--- src/rtl/uart_sched_pkg.sv ---
// Shared types and field positions for the UART TX word scheduler.
package uart_sched_pkg;

    localparam int unsigned FIFO_W     = 32;
    localparam int unsigned PAYLOAD_W  = 24;
    localparam int unsigned BYTE_CNT_W = 2;
    localparam int unsigned N_LSB      = 24;
    localparam int unsigned N_MSB      = 25;
    localparam int unsigned BYTE_W     = 8;
    localparam int unsigned LANES      = 4;
    localparam int unsigned SENT_W     = 16;

    typedef enum logic [2:0] {
        S_IDLE,
        S_READ,
        S_LATCH,
        S_SEND,
        S_WAIT
    } state_t;

    // Payload byte lane for the idx-th transmitted byte of an n-byte word.
    function automatic logic [BYTE_CNT_W-1:0] byte_pos(
        input logic                  msb_first,
        input logic [BYTE_CNT_W-1:0] n,
        input logic [BYTE_CNT_W-1:0] idx
    );
        return msb_first ? BYTE_CNT_W'(n - idx - BYTE_CNT_W'(1)) : idx;
    endfunction

endpackage

--- src/rtl/uart_tx_sched.sv ---
// Fetches length-tagged words from a TX FIFO and hands their bytes to a UART
// transmitter one at a time, honouring the transmitter's busy handshake.
module uart_tx_sched
    import uart_sched_pkg::*;
#(
    parameter bit MSB_FIRST = 1'b0
) (
    input  logic              clk,
    input  logic              rst,
    input  logic              enable,
    input  logic              fifo_empty,
    input  logic [FIFO_W-1:0] fifo_dout,
    output logic              fifo_rden,
    input  logic              tx_busy,
    output logic              tx_start,
    output logic [BYTE_W-1:0] tx_data,
    output logic              busy,
    output logic [SENT_W-1:0] bytes_sent
);

    state_t                      state;
    state_t                      state_nxt;
    logic [PAYLOAD_W-1:0]        payload;
    logic [BYTE_CNT_W-1:0]       nbytes;
    logic [BYTE_CNT_W-1:0]       idx;
    logic [BYTE_CNT_W-1:0]       pos;
    logic [LANES*BYTE_W-1:0]     payload_ext;
    logic [BYTE_W-1:0]           byte_sel;
    logic [BYTE_W-1:0]           tx_data_q;
    logic                        unused_fifo_hi;

    assign unused_fifo_hi = ^fifo_dout[FIFO_W-1:N_MSB+1];

    // Indexed byte mux; the top lane is padding so every index is in range.
    assign payload_ext = {BYTE_W'(0), payload};
    assign pos         = byte_pos(MSB_FIRST, nbytes, idx);
    assign byte_sel    = payload_ext[{pos, 3'b000} +: BYTE_W];

    always_ff @(posedge clk or posedge rst) begin
        if (rst) begin
            state      <= S_IDLE;
            payload    <= '0;
            nbytes     <= '0;
            idx        <= '0;
            bytes_sent <= '0;
            tx_data_q  <= '0;
        end else begin
            state <= state_nxt;
            if (state == S_LATCH) begin
                payload <= fifo_dout[PAYLOAD_W-1:0];
                nbytes  <= fifo_dout[N_MSB:N_LSB];
                idx     <= '0;
            end else if (tx_start) begin
                idx        <= idx + BYTE_CNT_W'(1);
                bytes_sent <= bytes_sent + SENT_W'(1);
                tx_data_q  <= byte_sel;
            end
        end
    end

    // tx_data shows the selected byte during the start pulse and holds it after.
    always_comb begin
        state_nxt = state;
        fifo_rden = 1'b0;
        tx_start  = 1'b0;
        tx_data   = tx_data_q;
        busy      = (state != S_IDLE);
        case (state)
            S_IDLE: begin
                if (enable && !fifo_empty) begin
                    state_nxt = S_READ;
                end
            end
            S_READ: begin
                fifo_rden = 1'b1;
                state_nxt = S_LATCH;
            end
            S_LATCH: begin
                state_nxt = (fifo_dout[N_MSB:N_LSB] == '0) ? S_IDLE : S_SEND;
            end
            S_SEND: begin
                if (!tx_busy) begin
                    tx_start  = 1'b1;
                    tx_data   = byte_sel;
                    state_nxt = S_WAIT;
                end
            end
            S_WAIT: begin
                state_nxt = (idx < nbytes) ? S_SEND : S_IDLE;
            end
            default: begin
                state_nxt = S_IDLE;
            end
        endcase
    end

endmodule

--- config.mk ---
export PLATFORM = sky130hd
export DESIGN_NAME = uart_tx_sched
export DESIGN_NICKNAME = d
export VERILOG_FILES = /design/src/rtl/uart_sched_pkg.sv /design/src/rtl/uart_tx_sched.sv
export SDC_FILE = /design/constraint.sdc
export NUM_CORES = 1
export LEC_CHECK = 0
export ABC_AREA = 1
export CAP_MARGIN = 25
export CORE_MARGIN = 4
export CORE_UTILIZATION = 45
export DETAILED_ROUTE_END_ITERATION = 7
export PLACE_DENSITY = 0.76
export REMOVE_ABC_BUFFERS = 1
export SYNTH_ARGS = -nofsm -noshare
export SYNTH_HDL_FRONTEND = slang
export SYNTH_SLANG_ARGS = --single-unit
--- constraint.sdc ---
create_clock -name clk -period 3.3 [get_ports clk]
set_clock_uncertainty 0.05 [all_clocks]
set_input_delay 0.66 -clock clk [delete_from_list [all_inputs] [get_ports clk]]
set_output_delay 0.66 -clock clk [all_outputs]
set_load 0.05 [all_outputs]
Yosys cells after proc, flatten, opt, wreduce, memory -nomap -nowiden. Index checks and enable logic that the tools add are counted.

Register bits: 55. Bits of input ports: 37. Output and inout port bits: 27.

$add $sub $neg: 2. Magnitude comparators: 1. Equality and inequality tests: 6. Shift-type cells: 1. Multiplexer cells: 12. Bitwise logic cells: 1. Reduce and logical (&&, ||, !) cells: 8.

Operators with widths (number): $shiftx 32x6->8 (1); $add 16x1->16 const B (1); $mux 8 (2); $pmux 3 s5 (1); $mux 2 (4); $eq 3x2->1 const B (2); $mux 3 (2); $ne 2x2->1 const B (2); $reduce_and 2->1 (2); $eq 3x1->1 const B (1); $eq 3x3->1 const B (1); $logic_not 3->1 (1); $mux 1 (3); $reduce_bool 3->1 (1); $add 2x1->2 const B (1); $logic_not 2->1 (1); $lt 2x2->1 (1); $reduce_bool 2->1 (1); $logic_and 1x1->1 (1); $logic_not 1->1 (1); $not 1->1 (1).

Depth between registers and ports, before layout.
Depth in word-level cells: 4. Depth in mapped cells: 8.

Least setup slack after synthesis. No wires, ideal clock.

Kind: input to output. From: input tx_busy. To: output tx_data[0]. Arrival: 2094 ps. Required time: 2590 ps. Path slack: 496 ps. Stages: 4. Path through: nor3_4 > buf_4 > nor2_1 > a21oi_1.

Word-level cells in the longest chain between the ends: 2.

Ends and longest elaborated chain: from (decl) (RTL line uart_tx_sched.sv:14) `input logic tx_busy,`; $mux 8 (RTL line uart_tx_sched.sv:82) `if (!tx_busy) begin`; $mux 8 (RTL line uart_tx_sched.sv:68) `case (state)`; to (decl) (RTL line uart_tx_sched.sv:16) `output logic [BYTE_W-1:0] tx_data,`.

Every way passes these cells.

Worst setup path in the final report.
From: register idx[1]. To: output tx_data[3].

Word-level cells in the longest chain between the ends: 3.

Ends and longest elaborated chain: from (decl) (RTL line uart_tx_sched.sv:25) `logic [BYTE_CNT_W-1:0] idx;`; from (signal assigned) (RTL line uart_tx_sched.sv:54) `idx <= idx + BYTE_CNT_W'(1);`; $shiftx 32x6->8 (RTL line uart_tx_sched.sv:37) `assign byte_sel = payload_ext[{pos, 3'b000} +: BYTE_W];`; $mux 8 (RTL line uart_tx_sched.sv:82); $mux 8 (RTL line uart_tx_sched.sv:68).

Every way passes these cells.

==> metrics.md <==
| Metric | Value |
|---|---|
| Status | finished, final reports clean |
| Total track usage | 16.9% |
| CP Data Arrival Time | approximately 2.3 ns |
| CTS tree | built |
| Vias in the first global route | 2312 |
| Critical Path Sink Type | primary output |
| H-tree depth | 2 |
| Clk_lat worst skew | between 0.3 and 0.4 ns |
| Post-DP HPWL | 4230 µm |
| Final Non-Filler Cells | 468 |
| Max-slew headroom | between 50 and 60% |
| P&R area growth vs syn | 33.9% |
| # placed instances | 460 |
| Final hold vios | 0 |
| CTS resizes | 0 |
| Unrepaired setup endpoints after global routing | no |
| DIE AREA | 7100 µm² |
| Maximum VDD drop | approximately 680 µV |
| DRC | 0 |
| Post-synthesis compound-gate area fraction | 7.65% |
| IO Port Bufs | 57 |
| Nets | 434 |
| Min-delay worst type | register to register |
| CP max FO | 11 |
| Worst r2r dst | idx[0] |
| Most common cell after layout, fill and taps aside | nand2_1 |
| Initial core utilization | 47.0% |
| Die width | approximately 84 µm |
| Setup bufs post-CTS | 0 |
| R2r startpoint | state[2] |
| Final Critical Period | 2.96 ns |
| Most frequent cells in the layout | nand2_1 (127), dfrtp_1 (55), clkdlybuf4s50_1 (48) |
| Row Count | 27 |
| Area fraction in and, or, nand and nor cells after synthesis | 31.3% |
| Post-synthesis xor/xnor area fraction | 2.68% |
| Final setup violation count | 0 |
| Post-synthesis area per instance | 7.81 µm² |
| Met3 WL | 374 µm |
| Routability Congestion | 0.896 |
| Hold_ws | 0.432 ns |
| Post-route setup TNS | 0 ns |
| Main combinational cell family by area after synthesis | simple AND/OR/NAND/NOR gates |
| Met2 routed WL | between 2000 and 3000 µm |
| Area occupied by registers | 1380 µm² |
| Synth Area in Adders | 0.956% |
| CTS Buf Count | 5 |
| Layout cell share with drive strength beyond 1 | 7.58% |
| WL met1 | 2470 µm |
| Hold depth | 2 |
| Tcrit/Tclk final | around nine tenths |
| Post-synthesis mux area share | 0% |
| Initial antenna violation count | 0 |
| Reg2reg setup slack | roughly 1.5 ns |
| Fill cell count | 500 |
| Die height | 84.3 µm |
| R2R cell count | 5 |
| # Max-Cap Violations | 0 |
| Static Leak | 1.67 nW |
| CTS clk-pin slew, worst paths | about 0.10 ns |
| Yosys reg bits | 55 |
| Area occupied by multi-input gates | 1120 µm² |
| Hold wc startpoint | payload[13] |
| CP required | 2.59 ns |
| I/O pin count | 64 |
| PwrDens | between 800 and 900 nW/µm² |
| Seq/Total Area, Yosys | 52.6% |
| Synth Flop Type | dfrtp_1 |
| Mapped Cells | 335 |
| Ys Warns | 0 |
| Max clock buf depth | 2 |
| Via count | around 2300 |
| First-pass GRT wire length | 9820 µm |
| Uppermost layer routed | met4 |
| Final ANT Viol Nets | 0 |
| Core Box Area | 5570 µm² |
| CTS Hold Bufs | 0 |
| Worst-margin pin slew | 0.703 ns |
| Max Slew Vio Count | 0 |
| Clock sink count | 55 |
| Total grt overflow | 0 |
| Largest net degree at the start of global routing | 32 |
| Wire per inst | 12.3 µm |
| Post-synth EDFFs | 0 |
| Pre-antenna DRT Iters | 4 |
| Root Driver | clkbuf_8 |
| Mapped cell area | between 2000 and 3000 µm² |
| Critical path class | register to primary output |
| Antenna Diode Count | 0 |
| Critical path startpoint category | register |
| Vias per inst | 4.96 |
| Async SR Flop Fraction | 100% |
| Post-Route WL | 5750 µm |
| Achievable Freq | roughly 0.34 GHz |
| Total power | 3.15 mW |
| Hold EP | payload[13] |
| Starting DRT DRC Count | 112 |
| Number of distinct library cells after synthesis | 20 |
==> cell families after synthesis <==
logic type	after synthesis
AND/OR/NAND/NOR	199
flip-flops	55
AO/OA/AOI/OAI	40
buffers and inverters	31
XOR/XNOR	8
adder cells (fa/ha/maj)	2
==> routing by layer <==
layer / global-route usage [%] / vias up
li1: - / 1174
met1: 19.1 / 1074
met2: 31.6 / 63
met3: 3.63 / 10
met4: 4.82 / 0
met5: 0 / -
==> worst max path at each step <==
| stage | from | end | slack (ns) |
|---|---|---|---|
| after CTS | idx[1] | tx_data[3] | 0.35 |
| final | idx[1] | tx_data[3] | 0.34 |
| after floorplan | tx_busy | tx_data[0] | 0.27 |
| after global placement | tx_busy | tx_data[2] | 0.47 |
| after detailed placement | tx_busy | tx_data[2] | 0.46 |
| after global routing | idx[1] | tx_data[1] | 0.19 |
==> synth_stat cells (2+ instances only) <==
cell / number / area, µm²
a21oi_1: 25 / 125
buf_2: 5 / 25.0
clkbuf_1: 4 / 15.0
dfrtp_1: 55 / 1380
ha_1: 2 / 25.0
inv_1: 21 / 78.8
nand2_1: 127 / 477
nand2_2: 2 / 12.5
nand3_1: 12 / 60.1
nand3b_1: 2 / 15.0
nand4_1: 6 / 37.5
nor2_1: 42 / 158
nor2_2: 3 / 18.8
nor3_1: 3 / 15.0
o21ai_0: 15 / 75.1
xnor2_1: 4 / 35.0
xor2_1: 4 / 35.0
==> power breakdown <==
part           total [mW]  leakage, nW  switching [mW]  internal [mW]
clock network       0.521       0.0654           0.217          0.303
logic                1.53        0.908           0.940          0.588
registers            1.10        0.694           0.178          0.925
==> layout make-up <==
cell class	instances	area share (%)
multi-input combinational	249	32.0
clock buffer	6	2.07
sequential	55	39.3
timing repair buffer	63	20.1
tap	72	2.57
inverter	21	2.25
clock inverter	2	1.71
==> sequential cells by signal, summed over array words and instances (netlist names) <==
| name | flops |
|---|---|
| tx_data_q | 8 |
| nbytes | 2 |
| idx | 2 |
| state | 3 |
| payload | 24 |
| bytes_sent | 16 |
==> per-stage QoR <==
step                      instance area (µm²)  setup slack [ns]  util, %
after global routing                     3500             0.189     62.9
after global placement                   3370             0.473     60.5
final                                    3500             0.343     62.9
after detailed placement                 3370             0.455     60.5
after CTS                                3500             0.349     62.9
after floorplan                          2570             0.273        -
==> critical path, cell delays in order (launching register included) <==
cell     delay (ns)
dfrtp_1        0.58
inv_1          0.10
nor2_1         0.54
a21oi_1        0.20
a21oi_1        0.32
buf_12         0.18
No activity file was read; power rests on OpenSTA's default activity.
==> variant, RTL diff (config.mk and constraints unchanged) <==
Re-encode `state_t` (5 states) as one-hot, 5 bits wide.
--- a/src/rtl/uart_sched_pkg.sv
+++ b/src/rtl/uart_sched_pkg.sv
@@ -12,8 +12,8 @@
 
-    typedef enum logic [2:0] {
-        S_IDLE,
-        S_READ,
-        S_LATCH,
-        S_SEND,
-        S_WAIT
+    typedef enum logic [4:0] {
+        S_IDLE  = 5'b00001,
+        S_READ  = 5'b00010,
+        S_LATCH = 5'b00100,
+        S_SEND  = 5'b01000,
+        S_WAIT  = 5'b10000
     } state_t;
Check against the original RTL: no difference found for any inputs over 10 cycles, from zero or initial values and one cycle with rst high; not proved beyond that.
==> variant against the original RTL <==
Count of clock-buffer cells in the layout up 7; total power down 11%; sequential cell count up 2; core utilization down 1.2 points; synthesized cell count up 6.9%; routed wire length up 7.4%; area after synthesis up 6.5%; design area up 4.7%; global-route usage up 1.2 points; worst setup slack better by 0.20 ns; critical path type is now primary input to primary output; critical endpoint is now tx_data[5]; largest power group unchanged; highest routed layer unchanged.
==> variant: results (changes against the original RTL) <==
| Metric | Value |
|---|---|
| Final setup vio count | 0 (unchanged) |
| H-tree Lvls | 3 (+1) |
| Total CTS buffers | 9 (+4) |
| Worst skew pair latency | 0.35 ns (+0.04 ns) |
| Dpl cells | 484 (+5.2%) |
| Register clock-pin slew on the reported worst setup and hold paths | 0.06 ns (-0.04 ns) |
| RR Endpoint | state[0] |
| Reg-to-reg startpoint | state[1] |
| Routed vias | 2454 (+5.7%) |
| R2R cell count | 7 (+2) |
| Largest net degree at the start of global routing | 58 (+81%) |
| Final GP Congestion | 0.7965 (-11%) |
| Initial DRT Pass Iterations | 4 (unchanged) |
| Maximum vdd drop | 0.6425 mV (-5.2%) |
| Yosys cell types | 26 (+30%) |
| Final wirelength | 6171 um (+7.4%) |
| Layout cells sized above 1 | 9.882% (+2.3 points) |
| CP max FO | 15 (+4) |
| Outcome | completed |
| Detail Placement HPWL | 4271 um (+0.94%) |
| Worst setup startpoint | tx_busy |
| Hold WC Path Type | register to register |
| CP arrival | 2.05 ns (-0.20 ns) |
| PostCTS Resize Cnt | 0 (unchanged) |
| Min cycle time layout | 2.755 ns (-0.2016 ns) |
| Most frequent cell after synthesis | nand2_1 |
| Global-route wire length before repair | 10520 um (+7.1%) |
| Vias in the first global route | 2424 (+4.8%) |
| Seq/Total Area, Yosys | 51.23% (-1.3 points) |
| Syn Area/Cell | 7.783 um^2 (-0.39%) |
| NumNets Final | 459 (+5.8%) |
| Reg2reg setup slack | 1.58 ns (+0.12 ns) |
| Slew @ Worst Pin | 0.7247 ns (+0.02140 ns) |
| Total Routing Usage GR | 18.07% (+1.2 points) |
| Layout filler cell count | 566 (+13%) |
| Starting DRT DRC Count | 68 (-39%) |
| Clock Tree Buf Depth | 2 (unchanged) |
| Ranking of synthesized cells by area | dfrtp_1 (50%), nand2_1 (20%), o21ai_0 (4.5%), nor2_1 (4.0%), inv_1 (3.9%) |
| End point of the critical path | tx_data[5] |
| Most frequent cells after synthesis | nand2_1 (151), dfrtp_1 (56), nor2_1 (30), inv_1 (29), o21ai_0 (25) |
| Initial antenna violation count | 0 (unchanged) |
| P_leak | 1.823 nW (+9.3%) |
| Avg WL per Cell | 12.34 um (+0.51%) |
| Pre-CTS WS | 0.5500 ns (+0.09463 ns) |
| Fin Hold WS | 0.4248 ns (-0.007574 ns) |
==> variant: through the flow <==
stage / area, um^2 / util, %
6_report: 3671 / 61.64
2_1_floorplan: 2713 / -
5_1_grt: 3671 / 61.64
4_1_cts: 3671 / 61.64
3_3_place_gp: 3497 / 58.72
3_5_place_dp: 3497 / 58.72
==> variant: report_power, final <==
part           total [mW]  internal [mW]  leakage, nW  switching, mW
Clock               0.588          0.310       0.0932          0.278
Sequential           1.10          0.950        0.709          0.145
Combinational        1.14          0.462         1.02          0.674
==> variant: kinds of logic (layout without fill, tap and decap cells) <==
| logic type | after synthesis | in the layout | share of synthesized area (%) |
|---|---|---|---|
| AND/OR/NAND/NOR | 217 | 217 | 32.20 |
| flip-flops | 57 | 57 | 51.23 |
| buffers and inverters | 42 | 109 | 6.960 |
| AO/OA/AOI/OAI | 32 | 32 | 6.196 |
| XOR/XNOR | 8 | 8 | 2.515 |
| adder cells (fa/ha/maj) | 2 | 2 | 0.8979 |
==> variant: layout make-up <==
cell class,count,share of cell area (%)
timing repair buffer,61,18.81
sequential,57,38.89
clock inverter,3,0.4090
multi-input combinational,259,31.73
tap,75,2.556
clock buffer,13,4.329
inverter,32,3.272
==> variant: routing by layer <==
layer	global-route usage, %	share of wire, %
met5	0	0
met1	22.11	45
met2	30.39	48
met3	4.943	5.0
met4	6.799	1.4
==> variant: critical path, stage by stage <==
cell and delay (ns):
clkdlybuf4s50_1 0.44, inv_1 0.08, nand4_2 0.15, inv_2 0.30
nand2_1 0.13, nand2_1 0.14, buf_12 0.15
==> variant: worst min-delay path by stage <==
stage / from / end / depth (start not counted)
floorplan: payload[0] / payload[0] / 2
global placement: payload[6] / payload[6] / 2
detailed placement: payload[5] / payload[5] / 2
CTS: payload[1] / payload[1] / 2
global route: payload[5] / payload[5] / 2
finish: payload[4] / payload[4] / 2
